===== src/rtl/sram_bist_march_pkg.sv =====
// Shared types for the SRAM march BIST: FSM states, algorithm modes,
// per-element operation descriptors and the element lookup tables.
package bist_pkg;

  typedef enum logic [1:0] {S_IDLE, S_RUN, S_DRAIN} state_e;

  typedef enum logic [1:0] {
    MODE_ADDR    = 2'b00,
    MODE_CHECKER = 2'b01,
    MODE_MARCH   = 2'b10
  } mode_e;

  typedef enum logic [1:0] {OP_W, OP_R, OP_RW} op_e;

  typedef enum logic [1:0] {P_ZERO, P_ONE, P_ADDR, P_CHK} pat_e;

  typedef struct packed {
    op_e  op;
    logic down;
    pat_e rd_pat;
    pat_e wr_pat;
  } elem_t;

  // Code 2'b11 is reserved and runs the address-as-data algorithm.
  function automatic mode_e decode_mode(logic [1:0] m);
    case (m)
      2'b01:   return MODE_CHECKER;
      2'b10:   return MODE_MARCH;
      default: return MODE_ADDR;
    endcase
  endfunction

  function automatic logic [1:0] last_elem(mode_e m);
    return (m == MODE_MARCH) ? 2'd3 : 2'd1;
  endfunction

  function automatic elem_t elem_desc(mode_e m, logic [1:0] idx);
    elem_t e;
    e = '{OP_W, 1'b0, P_ADDR, P_ADDR};
    case (m)
      MODE_MARCH: begin
        case (idx)
          2'd0:    e = '{OP_W,  1'b0, P_ZERO, P_ZERO};
          2'd1:    e = '{OP_RW, 1'b0, P_ZERO, P_ONE};
          2'd2:    e = '{OP_RW, 1'b1, P_ONE,  P_ZERO};
          default: e = '{OP_R,  1'b0, P_ZERO, P_ZERO};
        endcase
      end
      MODE_CHECKER: e = '{(idx == 2'd0) ? OP_W : OP_R, 1'b0, P_CHK, P_CHK};
      default:      e = '{(idx == 2'd0) ? OP_W : OP_R, 1'b0, P_ADDR, P_ADDR};
    endcase
    return e;
  endfunction

  function automatic logic elem_is_down(mode_e m, logic [1:0] idx);
    elem_t e;
    e = elem_desc(m, idx);
    return e.down;
  endfunction

endpackage


===== src/rtl/sram_bist_march_if.sv =====
// SRAM-side port of the BIST engine: registered address/data/we_n out,
// read data back.
interface sram_bist_march_if #(
  parameter int ADDR_WIDTH = 18,
  parameter int DATA_WIDTH = 16
);
  logic [ADDR_WIDTH-1:0] BIST_address;
  logic [DATA_WIDTH-1:0] BIST_write_data;
  logic                  BIST_we_n;
  logic [DATA_WIDTH-1:0] BIST_read_data;

  modport master (
    output BIST_address, BIST_write_data, BIST_we_n,
    input  BIST_read_data
  );

  modport slave (
    input  BIST_address, BIST_write_data, BIST_we_n,
    output BIST_read_data
  );
endinterface


===== src/rtl/sram_bist_march_compare_pipe.sv =====
// Delays {valid, expected, address} of each read to line up with the SRAM
// read data, then compares and keeps the sticky/saturating status.
module bist_compare_pipe #(
  parameter int ADDR_WIDTH   = 18,
  parameter int DATA_WIDTH   = 16,
  parameter int READ_LATENCY = 2,
  parameter int ERR_WIDTH    = 16
) (
  input  logic                  Clock,
  input  logic                  Resetn,
  input  logic                  clr_i,
  input  logic                  push_vld_i,
  input  logic [DATA_WIDTH-1:0] push_exp_i,
  input  logic [ADDR_WIDTH-1:0] push_addr_i,
  input  logic [DATA_WIDTH-1:0] rdata_i,
  output logic                  mismatch_o,
  output logic [ERR_WIDTH-1:0]  err_cnt_o,
  output logic [ADDR_WIDTH-1:0] first_fail_o
);
  // Stage 0 is loaded on the same edge that drives the address onto the bus.
  localparam int STAGES = READ_LATENCY - 1;

  logic [STAGES:0]                 vld_pipe;
  logic [STAGES:0][DATA_WIDTH-1:0] exp_pipe;
  logic [STAGES:0][ADDR_WIDTH-1:0] addr_pipe;

  logic                  hit;
  logic                  mm_d, mm_q;
  logic [ERR_WIDTH-1:0]  cnt_d, cnt_q;
  logic [ADDR_WIDTH-1:0] ff_d, ff_q;

  assign hit = vld_pipe[STAGES] && (exp_pipe[STAGES] != rdata_i);

  always_comb begin
    mm_d  = mm_q;
    cnt_d = cnt_q;
    ff_d  = ff_q;
    if (clr_i) begin
      mm_d  = 1'b0;
      cnt_d = '0;
      ff_d  = '0;
    end else if (hit) begin
      mm_d = 1'b1;
      if (cnt_q != '1) cnt_d = cnt_q + 1'b1;
      if (!mm_q) ff_d = addr_pipe[STAGES];
    end
  end

  always_ff @(posedge Clock) begin
    if (!Resetn) begin
      vld_pipe  <= '0;
      exp_pipe  <= '0;
      addr_pipe <= '0;
      mm_q      <= 1'b0;
      cnt_q     <= '0;
      ff_q      <= '0;
    end else begin
      vld_pipe[0]  <= push_vld_i;
      exp_pipe[0]  <= push_exp_i;
      addr_pipe[0] <= push_addr_i;
      for (int i = 1; i <= STAGES; i++) begin
        vld_pipe[i]  <= vld_pipe[i-1];
        exp_pipe[i]  <= exp_pipe[i-1];
        addr_pipe[i] <= addr_pipe[i-1];
      end
      mm_q  <= mm_d;
      cnt_q <= cnt_d;
      ff_q  <= ff_d;
    end
  end

  assign mismatch_o   = mm_q;
  assign err_cnt_o    = cnt_q;
  assign first_fail_o = ff_q;

endmodule


===== src/rtl/sram_bist_march.sv =====
// SRAM BIST engine: address-as-data, checkerboard or 4-element march over
// the full address space, with compare status and a finish flag.
module sram_bist_march
  import bist_pkg::*;
#(
  parameter int ADDR_WIDTH   = 18,
  parameter int DATA_WIDTH   = 16,
  parameter int READ_LATENCY = 2,
  parameter int ERR_WIDTH    = 16
) (
  input  logic                  Clock,
  input  logic                  Resetn,
  input  logic                  BIST_start,
  input  logic [1:0]            BIST_mode,
  sram_bist_march_if.master     sram,
  output logic                  BIST_finish,
  output logic                  BIST_mismatch,
  output logic [ERR_WIDTH-1:0]  BIST_error_count,
  output logic [ADDR_WIDTH-1:0] BIST_first_fail_address
);
  localparam int DRW = (READ_LATENCY > 1) ? $clog2(READ_LATENCY) : 1;
  localparam logic [DRW-1:0]        DRAIN_LAST = DRW'(READ_LATENCY - 1);
  localparam logic [ADDR_WIDTH-1:0] ADDR_MAX   = '1;

  state_e                state_d, state_q;
  mode_e                 mode_d, mode_q;
  logic [1:0]            elem_d, elem_q;
  logic [ADDR_WIDTH-1:0] caddr_d, caddr_q;
  logic                  phase_d, phase_q;
  logic [DRW-1:0]        drain_d, drain_q;
  logic                  start_buf_q;
  logic                  finish_d, finish_q;
  logic [ADDR_WIDTH-1:0] addr_d, addr_q;
  logic [DATA_WIDTH-1:0] wdata_d, wdata_q;
  logic                  wen_d, wen_q;

  logic                  start_det, clr, push_vld, is_rd, nxt_down;
  elem_t                 desc;
  logic [ADDR_WIDTH-1:0] last_addr;
  logic [DATA_WIDTH-1:0] rd_val, wr_val;

  function automatic logic [DATA_WIDTH-1:0] pat_val(pat_e p, logic [ADDR_WIDTH-1:0] a);
    case (p)
      P_ZERO:  return '0;
      P_ONE:   return '1;
      P_ADDR:  return DATA_WIDTH'(a);
      default: return a[0] ? {DATA_WIDTH/2{2'b10}} : {DATA_WIDTH/2{2'b01}};
    endcase
  endfunction

  assign start_det = BIST_start && !start_buf_q && (state_q == S_IDLE);
  assign desc      = elem_desc(mode_q, elem_q);
  assign nxt_down  = elem_is_down(mode_q, elem_q + 2'd1);
  // R,W elements read on phase 0 and write on phase 1 at the same address.
  assign is_rd     = (desc.op == OP_R) || ((desc.op == OP_RW) && !phase_q);
  assign last_addr = desc.down ? '0 : ADDR_MAX;
  assign rd_val    = pat_val(desc.rd_pat, caddr_q);
  assign wr_val    = pat_val(desc.wr_pat, caddr_q);

  always_comb begin
    state_d  = state_q;
    mode_d   = mode_q;
    elem_d   = elem_q;
    caddr_d  = caddr_q;
    phase_d  = phase_q;
    drain_d  = drain_q;
    addr_d   = addr_q;
    wdata_d  = wdata_q;
    wen_d    = 1'b1;
    finish_d = 1'b0;
    clr      = 1'b0;
    push_vld = 1'b0;
    case (state_q)
      S_IDLE: begin
        finish_d = 1'b1;
        if (start_det) begin
          mode_d   = decode_mode(BIST_mode);
          elem_d   = 2'd0;
          caddr_d  = '0;
          phase_d  = 1'b0;
          finish_d = 1'b0;
          clr      = 1'b1;
          state_d  = S_RUN;
        end
      end
      S_RUN: begin
        addr_d   = caddr_q;
        wen_d    = is_rd;
        wdata_d  = is_rd ? rd_val : wr_val;
        push_vld = is_rd;
        if ((desc.op == OP_RW) && !phase_q) begin
          phase_d = 1'b1;
        end else begin
          phase_d = 1'b0;
          if (caddr_q == last_addr) begin
            if (elem_q == last_elem(mode_q)) begin
              drain_d = '0;
              state_d = S_DRAIN;
            end else begin
              elem_d  = elem_q + 2'd1;
              caddr_d = nxt_down ? ADDR_MAX : '0;
            end
          end else begin
            caddr_d = desc.down ? caddr_q - 1'b1 : caddr_q + 1'b1;
          end
        end
      end
      S_DRAIN: begin
        if (drain_q == DRAIN_LAST) state_d = S_IDLE;
        else                       drain_d = drain_q + 1'b1;
      end
      default: state_d = S_IDLE;
    endcase
  end

  // start_buf resets high so a start held through reset cannot launch a run.
  always_ff @(posedge Clock) begin
    if (!Resetn) begin
      state_q     <= S_IDLE;
      mode_q      <= MODE_ADDR;
      elem_q      <= 2'd0;
      caddr_q     <= '0;
      phase_q     <= 1'b0;
      drain_q     <= '0;
      start_buf_q <= 1'b1;
      finish_q    <= 1'b0;
      addr_q      <= '0;
      wdata_q     <= '0;
      wen_q       <= 1'b1;
    end else begin
      state_q     <= state_d;
      mode_q      <= mode_d;
      elem_q      <= elem_d;
      caddr_q     <= caddr_d;
      phase_q     <= phase_d;
      drain_q     <= drain_d;
      start_buf_q <= BIST_start;
      finish_q    <= finish_d;
      addr_q      <= addr_d;
      wdata_q     <= wdata_d;
      wen_q       <= wen_d;
    end
  end

  bist_compare_pipe #(
    .ADDR_WIDTH  (ADDR_WIDTH),
    .DATA_WIDTH  (DATA_WIDTH),
    .READ_LATENCY(READ_LATENCY),
    .ERR_WIDTH   (ERR_WIDTH)
  ) u_cmp (
    .Clock       (Clock),
    .Resetn      (Resetn),
    .clr_i       (clr),
    .push_vld_i  (push_vld),
    .push_exp_i  (rd_val),
    .push_addr_i (caddr_q),
    .rdata_i     (sram.BIST_read_data),
    .mismatch_o  (BIST_mismatch),
    .err_cnt_o   (BIST_error_count),
    .first_fail_o(BIST_first_fail_address)
  );

  assign sram.BIST_address    = addr_q;
  assign sram.BIST_write_data = wdata_q;
  assign sram.BIST_we_n       = wen_q;
  assign BIST_finish          = finish_q;

endmodule


===== src/flat_wrapper.sv =====
// flat-port wrapper written by rule: the top's interface ports become plain ports
module sram_bist_march_flat import bist_pkg::*;
#(
  parameter int ADDR_WIDTH   = 18,
  parameter int DATA_WIDTH   = 16,
  parameter int READ_LATENCY = 2,
  parameter int ERR_WIDTH    = 16
)
  (Clock, Resetn, BIST_start, BIST_mode, BIST_finish, BIST_mismatch, BIST_error_count, BIST_first_fail_address, sram_BIST_address, sram_BIST_write_data, sram_BIST_we_n, sram_BIST_read_data);
  sram_bist_march_if #(.ADDR_WIDTH(ADDR_WIDTH), .DATA_WIDTH(DATA_WIDTH)) sram_i ();
  input  logic Clock;
  input  logic Resetn;
  input  logic BIST_start;
  input  logic [1:0] BIST_mode;
  output logic BIST_finish;
  output logic BIST_mismatch;
  output logic [ERR_WIDTH-1:0] BIST_error_count;
  output logic [ADDR_WIDTH-1:0] BIST_first_fail_address;
  output wire logic [$bits(sram_i.BIST_address)-1:0] sram_BIST_address;
  output wire logic [$bits(sram_i.BIST_write_data)-1:0] sram_BIST_write_data;
  output wire logic [$bits(sram_i.BIST_we_n)-1:0] sram_BIST_we_n;
  input wire logic [$bits(sram_i.BIST_read_data)-1:0] sram_BIST_read_data;
  assign sram_BIST_address = sram_i.BIST_address;
  assign sram_BIST_write_data = sram_i.BIST_write_data;
  assign sram_BIST_we_n = sram_i.BIST_we_n;
  assign sram_i.BIST_read_data = sram_BIST_read_data;
  sram_bist_march #(.ADDR_WIDTH(ADDR_WIDTH), .DATA_WIDTH(DATA_WIDTH), .READ_LATENCY(READ_LATENCY), .ERR_WIDTH(ERR_WIDTH)) u_core (.Clock(Clock), .Resetn(Resetn), .BIST_start(BIST_start), .BIST_mode(BIST_mode), .sram(sram_i), .BIST_finish(BIST_finish), .BIST_mismatch(BIST_mismatch), .BIST_error_count(BIST_error_count), .BIST_first_fail_address(BIST_first_fail_address));
endmodule

===== config.mk =====
export PLATFORM = sky130hd
export DESIGN_NAME = sram_bist_march_flat
export DESIGN_NICKNAME = d
export VERILOG_FILES = /design/src/rtl/sram_bist_march_pkg.sv /design/src/rtl/sram_bist_march_if.sv /design/src/rtl/sram_bist_march_compare_pipe.sv /design/src/rtl/sram_bist_march.sv /design/src/flat_wrapper.sv
export SDC_FILE = /design/constraint.sdc
export NUM_CORES = 1
export LEC_CHECK = 0
export BUFFER_PORTS_ARGS = -buffer_cell sky130_fd_sc_hd__buf_4
export CORE_UTILIZATION = 35
export DETAILED_ROUTE_END_ITERATION = 16
export MAX_ROUTING_LAYER = met4
export PLACE_DENSITY = 0.63
export SETUP_SLACK_MARGIN = 0.2
export SYNTH_ARGS = -nofsm -noshare
export SYNTH_HDL_FRONTEND = slang
export SYNTH_SLANG_ARGS = --single-unit
export TNS_END_PERCENT = 10

===== constraint.sdc =====
create_clock -name Clock -period 4.5 [get_ports Clock]
set_clock_uncertainty 0.1 [all_clocks]
set_input_delay 0.45 -clock Clock [delete_from_list [all_inputs] [get_ports Clock]]
set_output_delay 0.45 -clock Clock [all_outputs]
set_load 0.01 [all_outputs]

==> results.yml, run 1 <==
sta:
  hold_ws_ps: 130.4
  setup_tns_ps: 0
  finalCritPeriodShare_pct: 80.88
  tightest_slew_ps: 1037
  finalMaxSlewViolations: 0
  fmax_mhz: 274.8
  slew_headroom_pct: 30.87
  rsz0062_at_grt: "false"
  hold_viol_final: 0
  finalSetupViolCount: 0
  worst_slack_ps: 860.6
  min_period_ps: 3639
synthesis:
  syn_inst: 781
  synthTopCellsByArea: "dfxtp_1 48%, and2_1 5.1%, a21boi_0 4.1%, a21oi_1 3.7%, nand2_1 3.4%"
  synth_edf_count: 0
  synth_seq_cells: 168
  synthFlopType: "dfxtp_1"
  async_reset_ff_share_pct: 0
  synth.distinct_cells: 63
  synth_top_area_share_pct: 48.13
  synth.cell_area_sq_um: 6988
  synth_nets: 814
  yosysTopAreaCell: "dfxtp_1"
  seq_area_frac_synth_pct: 48.13
  synth_area_per_cell_sq_um: 8.947
  synth_warnings: 0
drt:
  first_pass_iters: 5
  route.met2.wl_mm: 8.009
  wirelength_mm: 17.71
  m1WireLength_mm: 8.571
  ant_nets: 0
  wl_met3_um: 935
  vias: 5678
  drc_errors: 0
  vias_per_cell: 5.074
  wl_per_cell_um: 15.83
  top_layer_used: "met4"
  drtIter0Drc: 408
cells_and_area:
  final_common_cell: "dfxtp_1"
  nNetsFinal: 875
  drive_gt1_share_pct: 17.21
  fin_util_pct: 43.07
  final_cells: 1119
  layout_common_cells: "168 x dfxtp_1, 102 x buf_4, 64 x nand2_1"
  antenna_cells: 0
  syn_to_final_growth_pct: 20.34
floorplan:
  start_util_pct: 35.79
  die_x_um: 143.3
  num_rows: 51
  die_y_um: 143.3
  pin_count: 92
  core_area_sq_um: 19530
  die_area_sq_um: 20530
setup_path:
  r2r-start: "u_core.elem_q[0]"
  r2r_cells: 12
  critical_path_arrival_ps: 3900
  critPathMaxFanout: 20
  reg2reg_slack_ps: 860
  required_ps: 4760
  critical_path_class: "flop to flop"
  r2r_end: "u_core.caddr_q[16]"
  cp-start-kind: "flop"
  endpoint_kind: "flop"
cts:
  htreeDepth: 4
  ctsResizeCount: 0
  insertion_delay_ps: 430
  cts_setup_buffers: 0
  cts.sinks: 168
  postCtsHoldBufs: 0
  cts_tree: "built"
  cts_buffer_depth: 2
  numCtsBuffers: 17
  cts-root-buf: "clkbuf_16"
  clk_pin_slew_worst_paths_ps: 70
power_and_ir_drop:
  power.density_nw_per_um2: 363.7
  peakVddDrop_mv: 0.2523
  p_leak_uw: 0.003205
global_routing:
  grt_pass1_wl_mm: 27.57
  grt_overflow: 0
  grt_max_degree: 117
  antenna_found_initial: 0
  grt_pass1_vias: 5091
  track_usage_pct: 18.09
worst_hold_path:
  holdPathStages: 2
  min_path_type: "primary input to flop"
  min_to: "u_core.start_buf_q"
  hp-start: "BIST_start"
outcome:
  outcome: "finished clean"
placement:
  dp_hpwl_mm: 11.97
  place_congestion: 0.9476
  dp_cells: 1088
  pre_cts_ws_ps: 921.9
  io_buffers: 91
job:
  cap_viol_max_count: 0
where the power goes:
group          internal (uW)  switching (uW)  leakage (uW)
registers               1500            9.52       0.00136
logic                   52.8            75.1       0.00158
clock network            790             631      0.000271
total                   2340             716       0.00320
synth_stat cells, types with 5 or more instances:
master	count
nor2_1	57
nand2_1	64
nor4_1	8
dfxtp_1	168
nand2b_1	8
o21ai_1	7
ha_1	12
and2_1	57
a31oi_1	8
clkbuf_1	45
nand4_1	20
mux2i_1	19
a21boi_0	38
or3_1	10
a21oi_1	52
nand3_1	23
and3_1	5
nor3_1	12
xnor2_1	19
buf_2	8
xor2_1	6
o21ai_0	44
inv_1	16
or4_1	6
sequential cells by signal (all words and copies together) (netlist names), 2 cells and up:
name                         flops
u_core.u_cmp.addr_pipe          36
u_core.u_cmp.exp_pipe           32
u_core.caddr_q                  18
u_core.sram.BIST_address        18
u_core.u_cmp.first_fail_o       18
u_core.sram.BIST_write_data     16
u_core.u_cmp.err_cnt_o          16
u_core.elem_q                    2
u_core.mode_q                    2
u_core.state_q                   2
u_core.u_cmp.vld_pipe            2
through the flow:
step | instance area [sq um] | power, uW
finish | 8409 | 3059
global route | 8409 | 3172
CTS | 8409 | 3094
detailed placement | 7828 | 1672
global placement | 7828 | 1671
floorplan | 6988 | 1620
routing by layer:
metal / GRT usage (%) / up-vias
li1: - / 2832
met1: 24.52 / 2668
met2: 26.75 / 162
met3: 3.832 / 16
met4: 5.879 / 0
met5: - / -
area by class of cell:
type,instances,area [sq um]
Multi-Input combinational cell,535,3299
Clock inverter,13,142.6
Fill cell,1973,11120
Timing Repair Buffer,102,765.7
Clock buffer,18,439.2
Sequential cell,168,3363
Tap cell,265,331.6
Inverter,18,67.56
worst max-delay path by stage:
stage                startpoint                  to  slack [ps]  depth (start not counted)
4_1_cts        u_core.elem_q[0]   u_core.caddr_q[8]         900                         12
5_1_grt        u_core.elem_q[0]  u_core.caddr_q[13]         560                         12
3_3_place_gp   u_core.elem_q[0]  u_core.caddr_q[16]        1050                         12
3_5_place_dp   u_core.elem_q[0]  u_core.caddr_q[16]         920                         12
2_1_floorplan  u_core.mode_q[0]  u_core.caddr_q[16]        1320                         14
6_report       u_core.elem_q[0]  u_core.caddr_q[16]         860                         12
kinds of logic (layout without fill, tap and decap cells):
group / count (synthesis) / count (layout) / share of synthesized area (%)
muxes: 20 / 20 / 2.883
DFF: 168 / 168 / 48.13
buffers and inverters: 78 / 151 / 4.727
xor gates and xnor gates: 25 / 25 / 3.133
AOI/OAI and AO/OA: 189 / 189 / 17.35
and+or+nand+nor: 289 / 289 / 21.63
adders and majority gates: 12 / 12 / 2.149
worst max-delay path, stage by stage (launching register included):
cell	delay, ps
dfxtp_1	470
inv_1	110
ha_1	280
nand3b_4	220
inv_2	170
ha_1	320
nor4b_1	340
and4_1	320
o2bb2ai_1	70
buf_4	220
o32ai_4	650
a21o_1	150
a22o_1	130
Power figures use the tool's default switching activity.
==> run 2, diff against run 1 <==
==> constraint.sdc (replaced) <==
create_clock -name Clock -period 3.8 [get_ports Clock]
set_clock_uncertainty 0.1 [all_clocks]
set_input_delay 0.38 -clock Clock [delete_from_list [all_inputs] [get_ports Clock]]
set_output_delay 0.38 -clock Clock [all_outputs]
set_load 0.01 [all_outputs]
==> run 2 against run 1 <==
- routed wire length rose by 1.6%
- register-to-register slack got worse by 490 ps
- sequential share of layout area is 0.52 points lower
- die area did not move
- critical path depth fell by 2
- count of clock-buffer cells in the layout unchanged
- total power grew 18%
- worst hold slack worse by 79 ps
- critical endpoint unchanged
- largest power group unchanged
- highest routed layer unchanged
==> results.yml, run 2 (synthesis gave the netlist of run 1 again) <==
outcome:
  outcome: "finished clean"
floorplan:
  start_util_pct: 35.79
  die_area_sq_um: 20530
  num_rows: 51
  pin_count: 92
  die_x_um: 143.3
  core_area_sq_um: 19530
  die_y_um: 143.3
sta:
  finalSetupViolCount: 0
  min_period_ps: 3427
  fmax_mhz: 291.8
  setup_tns_ps: 0
  rsz0062_at_grt: "false"
  tightest_slew_ps: 1027
  hold_viol_final: 0
  finalMaxSlewViolations: 0
  finalCritPeriodShare_pct: 90.19
  slew_headroom_pct: 30.92
cts:
  clk_pin_slew_worst_paths_ps: 70
  cts.sinks: 168
  cts_buffer_depth: 2
  cts_tree: "built"
  insertion_delay_ps: 420
  htreeDepth: 4
  cts_setup_buffers: 0
  ctsResizeCount: 0
  numCtsBuffers: 17
  cts-root-buf: "clkbuf_16"
  postCtsHoldBufs: 0
power_and_ir_drop:
  p_leak_uw: 0.003289
  p_seq_share_pct: 49.5
  combPwrFrac_pct: 4.3
  switching_share_pct: 24.43
  power.density_nw_per_um2: 423.3
  p_sw_uw: 881.2
  pwr-share-clk_pct: 46.3
  peakVddDrop_mv: 0.3751
  internal_power_uw: 2726
placement:
  dp_cells: 1104
  place_congestion: 0.9376
  io_buffers: 91
  dp_hpwl_mm: 12.34
drt:
  vias_per_cell: 5.085
  ant_nets: 0
  drtIter0Drc: 519
  first_pass_iters: 5
  wl_per_cell_um: 15.84
  vias: 5776
  wirelength_mm: 18.00
  drc_errors: 0
setup_path:
  path_common_cell: "buf_4"
  cp_slowest_cell: "nor4_1"
  critPathMaxFanout: 23
  cp_slowest_stage_delay_ps: 900
  cp-start-kind: "flop"
  path_cells: "inv_1, ha_1, buf_4, nand3b_1, nor4_1, nor2_1, o21a_1, buf_4, a21o_1, a22o_1"
  crit_family: "simple AND/OR/NAND/NOR gates"
  crit_buf_inv: 3
  required_ps: 4020
  critical_path_class: "flop to flop"
  critical_path_arrival_ps: 3650
  endpoint_kind: "flop"
cells_and_area:
  nFillCells: 1980
  final_common_cell: "dfxtp_1"
  final_cells: 1136
  regMostFlops: "u_core.u_cmp.addr_pipe"
  antenna_cells: 0
  layout_common_cells: "168 x dfxtp_1, 118 x buf_4, 64 x nand2_1"
  nNetsFinal: 891
  reg_top3: "u_core.u_cmp.addr_pipe: 36 flops, u_core.u_cmp.exp_pipe: 32 flops"
  largest_register_ffs: 36
  drive_gt1_share_pct: 18.83
  syn_to_final_growth_pct: 21.93
global_routing:
  grt_pass1_vias: 5364
  track_usage_pct: 18.59
  grt_overflow: 0
  grt_pass1_wl_mm: 28.48
  grtUsageMet1_pct: 25.13
  grt_max_degree: 74
  use_met3_pct: 3.965
  grt.busiest_layer: "met2"
  grt.met2_usage_pct: 26.78
  antenna_found_initial: 0
job:
  cap_viol_max_count: 0
worst_hold_path:
  min_path_type: "primary input to flop"
-- run 2: cell count changes in the layout (fill, tap and decap cells not counted), sizes merged --
cell	change
bufinv	-1
clkinv	-3
inv	+5
buf	+16
-- run 2: power groups by stage --
stage	Combinational (uW)	Clock (uW)	Sequential [uW]
finish	154	1670	1780
global route	171	1790	1790
CTS	155	1700	1780
detailed placement	155	0	1830
global placement	155	0	1820
floorplan	90.5	0	1830
-- run 2: worst paths after layout --
check	cells past startpoint	startpoint	slack [ps]	end
min	2	BIST_start	50	u_core.start_buf_q
max	10	u_core.mode_q[0]	370	u_core.caddr_q[16]
max reg2reg	10	u_core.mode_q[0]	370	u_core.caddr_q[16]
min reg2reg	1	u_core.u_cmp.addr_pipe[2]	330	u_core.u_cmp.addr_pipe[20]
-- run 2: area by class of cell --
type | count | area [sq um] | area share, %
Timing Repair Buffer | 118 | 885.9 | 10.40
Sequential cell | 168 | 3363 | 39.47
Multi-Input combinational cell | 535 | 3299 | 38.72
Clock inverter | 14 | 133.9 | 1.571
Tap cell | 265 | 331.6 | 3.891
Clock buffer | 18 | 439.2 | 5.154
Inverter | 18 | 67.56 | 0.7930
-- run 2: per-stage QoR --
step | hold WS, ps | area [sq um] | total power (uW) | util (%) | setup slack, ps
detailed placement | 318.5 | 7948 | 1980 | 40.70 | 443.3
finish | 51.72 | 8521 | 3607 | 43.64 | 372.9
global placement | 314.0 | 7948 | 1979 | 40.70 | 629.2
floorplan | 311.9 | 6988 | 1918 | - | 621.4
CTS | 32.44 | 8521 | 3644 | 43.64 | 431.6
global route | 41.74 | 8521 | 3749 | 43.64 | 240.2
-- run 2: layer usage --
metal,wire [um],vias to the layer above
met5,0,-
met4,375,0
met3,1060,33
met2,7864,191
met1,8696,2684
li1,-,2868
